$ cat src/rtl/upd7800_pkg.sv
// Shared opcode constants, machine/bus state encodings and decode helpers
// for the uPD7800-subset core.
package upd7800_pkg;

  typedef enum logic [2:0] {FETCH, OPER1, OPER2, MEMRD, MEMWR, PUSH, POP} mstate_t;
  typedef enum logic [1:0] {T1, T2, T3} bphase_t;

  localparam logic [7:0] OP_NOP    = 8'h00;
  localparam logic [7:0] OP_LXI_SP = 8'h04;
  localparam logic [7:0] OP_LXI_BC = 8'h14;
  localparam logic [7:0] OP_LXI_DE = 8'h24;
  localparam logic [7:0] OP_LXI_HL = 8'h34;
  localparam logic [7:0] OP_INR_A  = 8'h41;
  localparam logic [7:0] OP_INR_B  = 8'h42;
  localparam logic [7:0] OP_INR_C  = 8'h43;
  localparam logic [7:0] OP_DCR_A  = 8'h51;
  localparam logic [7:0] OP_DCR_B  = 8'h52;
  localparam logic [7:0] OP_DCR_C  = 8'h53;
  localparam logic [7:0] OP_LDAX   = 8'h2D;
  localparam logic [7:0] OP_STAX   = 8'h3D;
  localparam logic [7:0] OP_JMP    = 8'h54;
  localparam logic [7:0] OP_CALL   = 8'h44;
  localparam logic [7:0] OP_RET    = 8'hB8;

  function automatic logic is_mvi(input logic [7:0] op);
    return op[7:3] == 5'b01101;
  endfunction

  function automatic logic [1:0] operand_count(input logic [7:0] op);
    if (is_mvi(op)) return 2'd1;
    case (op)
      OP_LXI_SP, OP_LXI_BC, OP_LXI_DE, OP_LXI_HL, OP_JMP, OP_CALL: return 2'd2;
      default: return 2'd0;
    endcase
  endfunction

  function automatic logic is_incdec(input logic [7:0] op);
    case (op)
      OP_INR_A, OP_INR_B, OP_INR_C, OP_DCR_A, OP_DCR_B, OP_DCR_C: return 1'b1;
      default: return 1'b0;
    endcase
  endfunction

endpackage

$ cat src/rtl/upd7800_bus.sv
// Three-state memory cycle sequencer: latches the core's request at T1,
// drives the strobe through T2-T3 and flags completion at T3 CP2 rise.
module upd7800_bus
  import upd7800_pkg::*;
(
  input  logic        clk,
  input  logic        resetb,
  input  logic        cp1_posedge,
  input  logic        cp2_posedge,
  input  logic [15:0] req_addr,
  input  logic        req_wr,
  input  logic        req_m1,
  input  logic [7:0]  req_data,
  output logic [15:0] addr,
  output logic [7:0]  db_o,
  output logic        db_oe,
  output logic        m1,
  output logic        rdb,
  output logic        wrb,
  output logic        done
);

  bphase_t phase_reg;
  logic    active_reg;
  logic    wr_reg;

  always_ff @(posedge clk) begin
    if (!resetb) begin
      phase_reg  <= T1;
      active_reg <= 1'b0;
      wr_reg     <= 1'b0;
      addr       <= 16'h0000;
      db_o       <= 8'h00;
      db_oe      <= 1'b0;
      m1         <= 1'b0;
      rdb        <= 1'b1;
      wrb        <= 1'b1;
    end else if (cp1_posedge) begin
      if (!active_reg || phase_reg == T3) begin
        phase_reg  <= T1;
        active_reg <= 1'b1;
        wr_reg     <= req_wr;
        addr       <= req_addr;
        db_o       <= req_data;
        db_oe      <= req_wr;
        m1         <= req_m1;
        rdb        <= 1'b1;
        wrb        <= 1'b1;
      end else begin
        phase_reg <= (phase_reg == T1) ? T2 : T3;
        rdb       <= wr_reg;
        wrb       <= ~wr_reg;
      end
    end
  end

  assign done = active_reg && (phase_reg == T3) && cp2_posedge;

endmodule

$ cat src/rtl/upd7800.sv
// uPD7800-subset CPU: decode/execute state machine on top of the bus
// sequencer; every machine state is exactly one memory cycle.
module upd7800
  import upd7800_pkg::*;
(
  input  logic        CLK,
  input  logic        RESETB,
  input  logic        CP1_POSEDGE,
  input  logic        CP1_NEGEDGE,
  input  logic        CP2_POSEDGE,
  input  logic        CP2_NEGEDGE,
  input  logic        INT0,
  input  logic        INT1,
  input  logic        INT2,
  output logic [15:0] A,
  input  logic [7:0]  DB_I,
  output logic [7:0]  DB_O,
  output logic        DB_OE,
  output logic        M1,
  output logic        RDB,
  output logic        WRB,
  output logic [7:0]  PA_O,
  input  logic [7:0]  PB_I,
  output logic [7:0]  PB_O,
  output logic [7:0]  PB_OE,
  input  logic [7:0]  PC_I,
  output logic [7:0]  PC_O,
  output logic [7:0]  PC_OE
);

  logic [15:0] pc, sp;
  logic [7:0]  ir, v, a, b, c, d, e, h, l;
  logic        skip;
  mstate_t     state_reg;
  logic        step_reg;
  logic [7:0]  tmp_lo_reg;
  logic [15:0] target_reg;

  logic [15:0] req_addr;
  logic        req_wr, req_m1, bus_done;
  logic [7:0]  req_data;
  logic [7:0]  alu_src, alu_res;
  logic        alu_wrap;
  logic [15:0] jr_target;
  logic        unused_sink;

  wire [2:0] int_req = {INT2, INT1, INT0};
  genvar gi;
  generate
    for (gi = 0; gi < 3; gi++) begin : g_int_sync
      logic meta_reg, sync_unused_reg;
      always_ff @(posedge CLK) begin
        if (!RESETB) begin
          meta_reg        <= 1'b0;
          sync_unused_reg <= 1'b0;
        end else begin
          meta_reg        <= int_req[gi];
          sync_unused_reg <= meta_reg;
        end
      end
    end
  endgenerate

  assign unused_sink = ^{CP1_NEGEDGE, CP2_NEGEDGE, PB_I, PC_I, v, d, e};

  assign PA_O  = 8'h00;
  assign PB_O  = 8'h00;
  assign PB_OE = 8'h00;
  assign PC_O  = 8'h00;
  assign PC_OE = 8'h00;

  always_comb begin
    req_addr = pc;
    req_wr   = 1'b0;
    req_m1   = 1'b0;
    req_data = 8'h00;
    case (state_reg)
      FETCH: req_m1 = 1'b1;
      MEMRD: req_addr = {h, l};
      MEMWR: begin
        req_addr = {h, l};
        req_wr   = 1'b1;
        req_data = a;
      end
      PUSH: begin
        req_wr   = 1'b1;
        req_addr = step_reg ? sp - 16'd2 : sp - 16'd1;
        req_data = step_reg ? pc[7:0] : pc[15:8];
      end
      POP: req_addr = step_reg ? sp + 16'd1 : sp;
      default: ;
    endcase
  end

  // INR/DCR operate straight off the opcode byte as it arrives on DB_I.
  always_comb begin
    case (DB_I[1:0])
      2'd2:    alu_src = b;
      2'd3:    alu_src = c;
      default: alu_src = a;
    endcase
    alu_res   = DB_I[4] ? alu_src - 8'd1 : alu_src + 8'd1;
    alu_wrap  = DB_I[4] ? (alu_src == 8'h00) : (alu_src == 8'hFF);
    jr_target = pc + 16'd1 + {{10{DB_I[5]}}, DB_I[5:0]};
  end

  always_ff @(posedge CLK) begin
    if (!RESETB) begin
      pc <= 16'h0000; sp <= 16'h0000; ir <= 8'h00;
      v <= 8'h00; a <= 8'h00; b <= 8'h00; c <= 8'h00;
      d <= 8'h00; e <= 8'h00; h <= 8'h00; l <= 8'h00;
      skip       <= 1'b0;
      state_reg  <= FETCH;
      step_reg   <= 1'b0;
      tmp_lo_reg <= 8'h00;
      target_reg <= 16'h0000;
    end else if (bus_done) begin
      case (state_reg)
        FETCH: begin
          ir <= DB_I;
          pc <= pc + 16'd1;
          if (operand_count(DB_I) != 2'd0) state_reg <= OPER1;
          else if (skip) skip <= 1'b0;
          else if (DB_I[7:6] == 2'b11) pc <= jr_target;
          else if (is_incdec(DB_I)) begin
            skip <= alu_wrap;
            case (DB_I[1:0])
              2'd2:    b <= alu_res;
              2'd3:    c <= alu_res;
              default: a <= alu_res;
            endcase
          end else begin
            case (DB_I)
              OP_LDAX: state_reg <= MEMRD;
              OP_STAX: state_reg <= MEMWR;
              OP_RET: begin state_reg <= POP; step_reg <= 1'b0; end
              default: ;
            endcase
          end
        end
        OPER1: begin
          pc         <= pc + 16'd1;
          tmp_lo_reg <= DB_I;
          if (is_mvi(ir)) begin
            state_reg <= FETCH;
            skip      <= 1'b0;
            if (!skip) begin
              case (ir[2:0])
                3'd0: v <= DB_I;  3'd1: a <= DB_I;
                3'd2: b <= DB_I;  3'd3: c <= DB_I;
                3'd4: d <= DB_I;  3'd5: e <= DB_I;
                3'd6: h <= DB_I;  default: l <= DB_I;
              endcase
            end
          end else state_reg <= OPER2;
        end
        OPER2: begin
          pc        <= pc + 16'd1;
          state_reg <= FETCH;
          skip      <= 1'b0;
          if (!skip) begin
            case (ir)
              OP_LXI_SP: sp <= {DB_I, tmp_lo_reg};
              OP_LXI_BC: begin b <= DB_I; c <= tmp_lo_reg; end
              OP_LXI_DE: begin d <= DB_I; e <= tmp_lo_reg; end
              OP_LXI_HL: begin h <= DB_I; l <= tmp_lo_reg; end
              OP_JMP:    pc <= {DB_I, tmp_lo_reg};
              OP_CALL: begin
                target_reg <= {DB_I, tmp_lo_reg};
                state_reg  <= PUSH;
                step_reg   <= 1'b0;
              end
              default: ;
            endcase
          end
        end
        MEMRD: begin a <= DB_I; state_reg <= FETCH; end
        MEMWR: state_reg <= FETCH;
        PUSH: begin
          if (!step_reg) step_reg <= 1'b1;
          else begin
            pc <= target_reg; sp <= sp - 16'd2;
            step_reg <= 1'b0; state_reg <= FETCH;
          end
        end
        POP: begin
          if (!step_reg) begin tmp_lo_reg <= DB_I; step_reg <= 1'b1; end
          else begin
            pc <= {DB_I, tmp_lo_reg}; sp <= sp + 16'd2;
            step_reg <= 1'b0; state_reg <= FETCH;
          end
        end
        default: state_reg <= FETCH;
      endcase
    end
  end

  upd7800_bus u_bus (
    .clk         (CLK),
    .resetb      (RESETB),
    .cp1_posedge (CP1_POSEDGE),
    .cp2_posedge (CP2_POSEDGE),
    .req_addr    (req_addr),
    .req_wr      (req_wr),
    .req_m1      (req_m1),
    .req_data    (req_data),
    .addr        (A),
    .db_o        (DB_O),
    .db_oe       (DB_OE),
    .m1          (M1),
    .rdb         (RDB),
    .wrb         (WRB),
    .done        (bus_done)
  );

endmodule

$ cat config.mk
export PLATFORM = sky130hd
export DESIGN_NAME = upd7800
export DESIGN_NICKNAME = d
export VERILOG_FILES = /design/src/rtl/upd7800_pkg.sv /design/src/rtl/upd7800_bus.sv /design/src/rtl/upd7800.sv
export SDC_FILE = /design/constraint.sdc
export NUM_CORES = 1
export LEC_CHECK = 0
export BUFFER_PORTS_ARGS = -buffer_cell sky130_fd_sc_hd__clkbuf_2
export CORE_UTILIZATION = 50
export CTS_BUF_LIST = sky130_fd_sc_hd__clkbuf_4 sky130_fd_sc_hd__clkbuf_8
export DETAILED_ROUTE_END_ITERATION = 16
export GPL_TIMING_DRIVEN = 1
export PLACE_DENSITY = 0.8
export RECOVER_POWER = 25
export SLEW_MARGIN = 20
export SYNTH_ARGS = -nofsm -noshare
export SYNTH_HDL_FRONTEND = slang
export SYNTH_SLANG_ARGS = --single-unit
$ cat constraint.sdc
create_clock -name CLK -period 10 [get_ports CLK]
set_clock_uncertainty 0.1 [all_clocks]
set_input_delay 1 -clock CLK [delete_from_list [all_inputs] [get_ports CLK]]
set_output_delay 1 -clock CLK [all_outputs]
set_load 0.03 [all_outputs]
==> results of run 1 <==
-- power by group --
group	total, mW	internal, mW	leakage [nW]	switching [mW]
logic	0.118	0.0275	2.71	0.0902
clock network	0.463	0.227	0.189	0.236
registers	0.565	0.562	1.13	0.00366
total	1.15	0.816	4.03	0.330
-- kinds of logic after synthesis --
group / count (synthesis)
AO/OA/AOI/OAI: 415
flip-flops: 140
AND/OR/NAND/NOR: 487
other: 1
XOR/XNOR: 49
multiplexers: 65
adder cells (fa/ha/maj): 33
buffers and inverters: 175
-- area by class of cell --
| class | instances | area [µm²] |
|---|---|---|
| clock buffer | 20 | 256 |
| clock inverter | 12 | 124 |
| fill | 1956 | 9570 |
| inverter | 22 | 82.6 |
| multi-input combinational | 1089 | 6920 |
| sequential | 140 | 2800 |
| tap | 270 | 338 |
| timing repair buffer | 55 | 273 |
-- layer usage --
metal / wire, µm / part of all wire / global-route usage
met5: 0 / 0 / 0
met2: 14100 / 0.41 / 0.462
met1: 13800 / 0.40 / 0.429
met4: 2140 / 0.063 / 0.195
met3: 4070 / 0.12 / 0.0634
-- worst max-delay path: cells and delay by family --
| kind | cells | cell delay, ns |
|---|---|---|
| compound gates | 1 | 0.39 |
| buf+inv | 4 | 4.41 |
-- worst max-delay path by stage --
stage                        from      to  slack (ns)  depth (start not counted)
final                      RESETB  sp[15]        4.25                          5
after global routing       RESETB  sp[15]        3.90                          5
after CTS                 DB_I[0]    c[7]        5.86                         11
after detailed placement  DB_I[0]    c[7]        5.37                         11
after global placement    DB_I[0]    c[7]        5.49                         11
after floorplan           DB_I[0]    c[7]        5.85                         12
-- synthesized netlist by cell type (7+ instances only) --
library cell	count	area (µm²)
a211oi_1	26	195
a21o_1	10	75.1
a21oi_1	92	460
a221o_1	10	100
a221oi_1	20	175
a22oi_1	12	90.1
a311oi_1	11	96.3
a31oi_1	20	125
a41oi_1	7	61.3
and2_1	8	50.1
and3_1	9	56.3
buf_1	10	37.5
buf_2	11	55.1
buf_4	40	300
clkbuf_1	87	327
dfxtp_1	140	2800
ha_1	31	388
inv_1	20	75.1
mux2_2	17	191
mux2i_1	48	480
nand2_1	144	541
nand2b_1	14	87.6
nand3_1	43	215
nand3b_1	7	52.6
nand4_1	16	100
nor2_1	132	495
nor2b_1	13	81.3
nor3_1	38	190
nor4_1	11	68.8
o2111ai_1	8	70.1
o211ai_1	15	113
o21a_1	8	60.1
o21ai_0	84	420
o221ai_1	7	61.3
o22ai_1	22	138
o31ai_1	9	67.6
or3_1	9	56.3
xnor2_1	23	201
xor2_1	26	228
-- through the flow --
stage / instance area [µm²] / worst slack, ns / utilization
after detailed placement: 10500 / 5.37 / 0.514
after CTS: 10800 / 5.86 / 0.532
final: 10800 / 4.25 / 0.530
after global placement: 10500 / 5.49 / 0.514
after global routing: 10800 / 3.90 / 0.530
after floorplan: 10600 / 5.85 / -
==> metrics, run 1 <==
Reg clk slew, reported paths about 0.080 ns; WS Path Type in -> reg; core area between 20000 and 25000 µm²; antenna fix cells 0; Starting Density 0.512; DRC Markers 0; Register-to-Register Path Depth 6; final hold slack approximately 0.35 ns; clk_lat worst skew 0.47 ns; Critical Path, Cell by Cell clkbuf_2, clkbuf_1, clkinv_1, clkbuf_1, o32ai_1; initial antenna violation count 0; Post-Syn Area 10400 µm²; CTS buffer count 17; Tot Pwr 1.15 mW; Peak Freq about 0.17 GHz; vias after detailed routing 10800; Crit. End Element register; # rows 52; ANT nets after route 0; Syn Inst Count 1365; Adder-Cell Fraction of Synth Area 0.0410; hold depth 2; layout cell share with drive strength beyond 1 0.0747; wire length per cell between 20 and 25 µm; DP HPWL between 20000 and 25000 µm; Setup TNS 0 ns; Post-Synth XOR/XNOR Area 0.0412; YS warnings 0; RSZ-0062 raised after global routing false; worst rel slew slack -2.04; Cell Count, Final, Fillers Out 1608; PortBufs 39; most frequent cells in the layout nand2_1 (144), dfxtp_1 (140), nor2_1 (131); type of the most critical hold path reg -> reg; DR pass1 iterations 6; DR vias/cell 6.73; reg2reg end sp[14]; PD cells 106 nW/µm²; Seq cells post-synth 140; worst IR drop on VDD 0.0000980 V; Max Slew Vio Count 142; vias in the first global route slightly below 10000; main combinational cell family by area after synthesis compound AO/OA/AOI/OAI gates; Clock Tree Buf Depth 2; Reg-to-Reg Start state_reg[0]; H-tree depth 4; max-cap violations 2; drt first-iter violations 1332; PostCTS Resize Cnt 0; Tmin final 5.75 ns; final RePlAce weighted congestion 0.967; Distinct cells, synth 88; Hold Vio Cnt, Final 0; Leak 4.03 nW; DP Cell Count 1576; GRT Overall Usage 0.317; Synth Area in Compound Gates 0.272; cts hold-fix bufs 0; Worst Path Max Fanout 96; height of the die 146 µm; postcts setup bufs 0; Num Clock Sinks 140; Worst setup SP type input pin; count of flip-flops with a built-in enable after synthesis 0; status finished, violations left; CP required 10.08 ns; most common cell after layout, fill and taps aside nand2_1; root buf cell clkbuf_8; r2r setup slk about 6 ns; asr flop ratio synth 0; Synth Area in Simple Gates 0.230; Arr. time, crit path approximately 5.8 ns; total gr overflow 0; area delta synth->final 3.54%; measured slew at the worst slew-check pin 4.56 ns; hold_sp u_bus.addr[14]; chip width approximately 150 µm; Avg Cell Area, Syn 7.64 µm²; mux cell area share after synthesis 0.0644; Final Setup Violations 0; Die Footprint 21400 µm²; IO Pins 101; hold-critical path endpoint u_bus.addr[14]; failing checks capacitance limit, slew limit; sequential share of the synthesized area 0.269; Primary FF master, synth dfxtp_1; cell mode on critical path clkbuf_1; critical path's largest stage delay 3.20 ns; final wirelength 34200 µm; nets@finish 1391; period utilization 0.575; largest net degree at the start of global routing 97; CTS tree built; first-pass GRT wire length about 54000 µm; Worst path slowest cell clkbuf_1
Power figures use the tool's default switching activity.
==> inputs of run 2 (changes only) <==
--- a/config.mk
+++ b/config.mk
@@ -10,7 +10,7 @@
 export CTS_BUF_LIST = sky130_fd_sc_hd__clkbuf_4 sky130_fd_sc_hd__clkbuf_8
 export DETAILED_ROUTE_END_ITERATION = 16
 export GPL_TIMING_DRIVEN = 1
-export PLACE_DENSITY = 0.8
+export PLACE_DENSITY = 0.83
 export RECOVER_POWER = 25
 export SLEW_MARGIN = 20
 export SYNTH_ARGS = -nofsm -noshare
==> constraint.sdc (replaced) <==
create_clock -name CLK -period 4.74 [get_ports CLK]
set_clock_uncertainty 0.1 [all_clocks]
set_input_delay 0.474 -clock CLK [delete_from_list [all_inputs] [get_ports CLK]]
set_output_delay 0.474 -clock CLK [all_outputs]
set_load 0.03 [all_outputs]
==> run 2 against run 1 <==
Net effect:
- the flow still finishes with violations (capacitance limit, slew limit)
- clock-buffer cell count up 1
- global-route usage up 0.33 points
- sequential power up 110%
- hold slack worse by 0.21 ns
- final cell count up 0.75%
- via count up 1.2%
- non-clock buffer count up 13
==> metrics, run 2 (synthesis results as in run 1) <==
postcts setup bufs 0 (unchanged); status finished, violations left; Final Setup Violations 0 (unchanged); drt first-iter violations 1585 (+19%); Reg-to-Reg Start pc[3]; period utilization 0.786; RSZ-0062 raised after global routing false; Crit. End Element register; Max Slew Vio Count 85 (-40%); root buf cell clkbuf_8; worst setup margin 1.01 ns (-3.24 ns); vias in the first global route 9875 (+0.96%); Tmin final 3.73 ns; Final Cell Area 10900 µm² (+1.4%); Die Footprint 21400 µm² (unchanged); failing checks capacitance limit, slew limit; PortBufs 39 (unchanged); Cell Count, Final, Fillers Out 1620 (+0.75%); final design utilization 0.537 (+0.00719); H-tree depth 4 (unchanged); measured slew at the worst slew-check pin 1.84 ns (-2.71 ns); Worst setup SP type register; sequential share of power 0.475 (-0.018); FF+latch area 2800 µm² (unchanged); height of the die 146 µm (unchanged); CP required 5.00 ns (-5.08 ns); max-cap violations 1 (-1); GRT Overall Usage 0.320 (+0.00331); setup slack at placement 0.984 ns (-4.38 ns); Switching Fraction 0.280 (-0.00759); worst rel slew slack -0.229 (+1.81); total gr overflow 0 (unchanged); clk_lat worst skew 0.49 ns (+0.02 ns); clock power share 0.426 (+0.022); antenna fix cells 0 (unchanged); CTS buffer count 17 (unchanged); Multi-input gate area 6920 µm² (about the same); FILL cells 1885 (-3.6%); DR vias/cell 6.76 (+0.42%); DP Cell Count 1589 (+0.82%); Num Clock Sinks 140 (unchanged); most frequent cells in the layout nand2_1 (144), dfxtp_1 (140), nor2_1 (131); PD cells 230 nW/µm² (+120%); DP HPWL 23900 µm (+3.9%); vias after detailed routing 10900 (+1.2%); cts hold-fix bufs 0 (unchanged); wire length per cell 21.2 µm (-0.42%); Worst Path Max Fanout 9 (-91%); layout cell share with drive strength beyond 1 0.0837 (+0.00897); worst IR drop on VDD 0.000215 V (+120%); Leak 4.12 nW (+2.2%); P_int 1.81 mW (+120%); PostCTS Resize Cnt 0 (unchanged); DR pass1 iterations 6 (unchanged); most common cell after layout, fill and taps aside nand2_1; Clock Tree Buf Depth 2 (unchanged); Register-to-Register Path Depth 10 (+4); Reg clk slew, reported paths 0.09 ns (about the same); Peak Freq around 0.27 GHz; type of the most critical hold path in -> reg; chip width 146 µm (unchanged); initial antenna violation count 0 (unchanged); final wirelength 34300 µm (+0.32%); Starting Density 0.512 (unchanged); reg2reg end pc[15]; WS Path Type reg -> reg; CTS tree built; worst setup path start pc[3]; # rows 52 (unchanged); switching pwr 0.704 mW (+110%); area delta synth->final 4.94%; Comb pwr share 0.099 (-0.004); IO Pins 101 (unchanged); area post-placement 10600 µm² (+0.89%); first-pass GRT wire length 53800 µm (+0.37%); Hold Vio Cnt, Final 0 (unchanged); largest net degree at the start of global routing 85 (-12%); Setup TNS 0 ns (unchanged); nets@finish 1404 (+0.93%); core area 20400 µm² (unchanged); Arr. time, crit path 3.99 ns (-1.83 ns); critical path endpoint pc[15]; final RePlAce weighted congestion 0.990 (+2.4%); ANT nets after route 0 (unchanged); r2r setup slk 1.01 ns (-5.09 ns); DRC Markers 0 (unchanged)
==> run 2: metal layers <==
layer | vias to the layer above | global-route usage | routed length (µm)
met1 | 5041 | 0.422 | 13500
li1 | 4907 | - | -
met2 | 812 | 0.462 | 14400
met4 | 0 | 0.213 | 2040
met5 | - | 0 | 0
met3 | 187 | 0.0803 | 4350
==> run 2: final cells by class <==
type                            count  share of cell area
Clock buffer                       21              0.0258
Timing Repair Buffer               68              0.0342
Clock inverter                     10              0.0128
Multi-Input combinational cell   1089               0.633
Tap cell                          270              0.0309
Inverter                           22             0.00755
Sequential cell                   140               0.256
==> run 2: critical path, cell delays in order (launching register included) <==
cell       delay [ns]
dfxtp_1          0.65
nand2_1          0.14
nor2_1           0.30
xor2_1           0.45
ha_1             0.29
nand3_1          0.12
nor4_1           0.61
o2111ai_1        0.34
nand3_1          0.19
nor4b_1          0.30
o211ai_1         0.12
==> run 2: how the worst min path moves through the flow <==
stage	endpoint	start	cells after the start
2_1_floorplan	b[7]	b[7]	2
5_1_grt	ir[2]	DB_I[2]	3
3_3_place_gp	u_bus.addr[14]	u_bus.addr[14]	2
6_report	ir[2]	DB_I[2]	3
4_1_cts	ir[2]	DB_I[2]	3
3_5_place_dp	u_bus.addr[14]	u_bus.addr[14]	2
==> run 2: power by group through the flow <==
stage          Clock [mW]  Sequential (mW)  Combinational (mW)
2_1_floorplan           0             1.24               0.191
3_3_place_gp            0             1.22               0.241
3_5_place_dp            0             1.22               0.244
4_1_cts              1.06             1.19               0.246
5_1_grt              1.12             1.19               0.266
6_report             1.07             1.19               0.249
==> run 2: per-stage QoR <==
stage,hold slack [ns],total power [mW]
5_1_grt,0.152,2.58
3_5_place_dp,0.340,1.46
2_1_floorplan,0.344,1.43
6_report,0.135,2.51
3_3_place_gp,0.335,1.46
4_1_cts,0.133,2.50
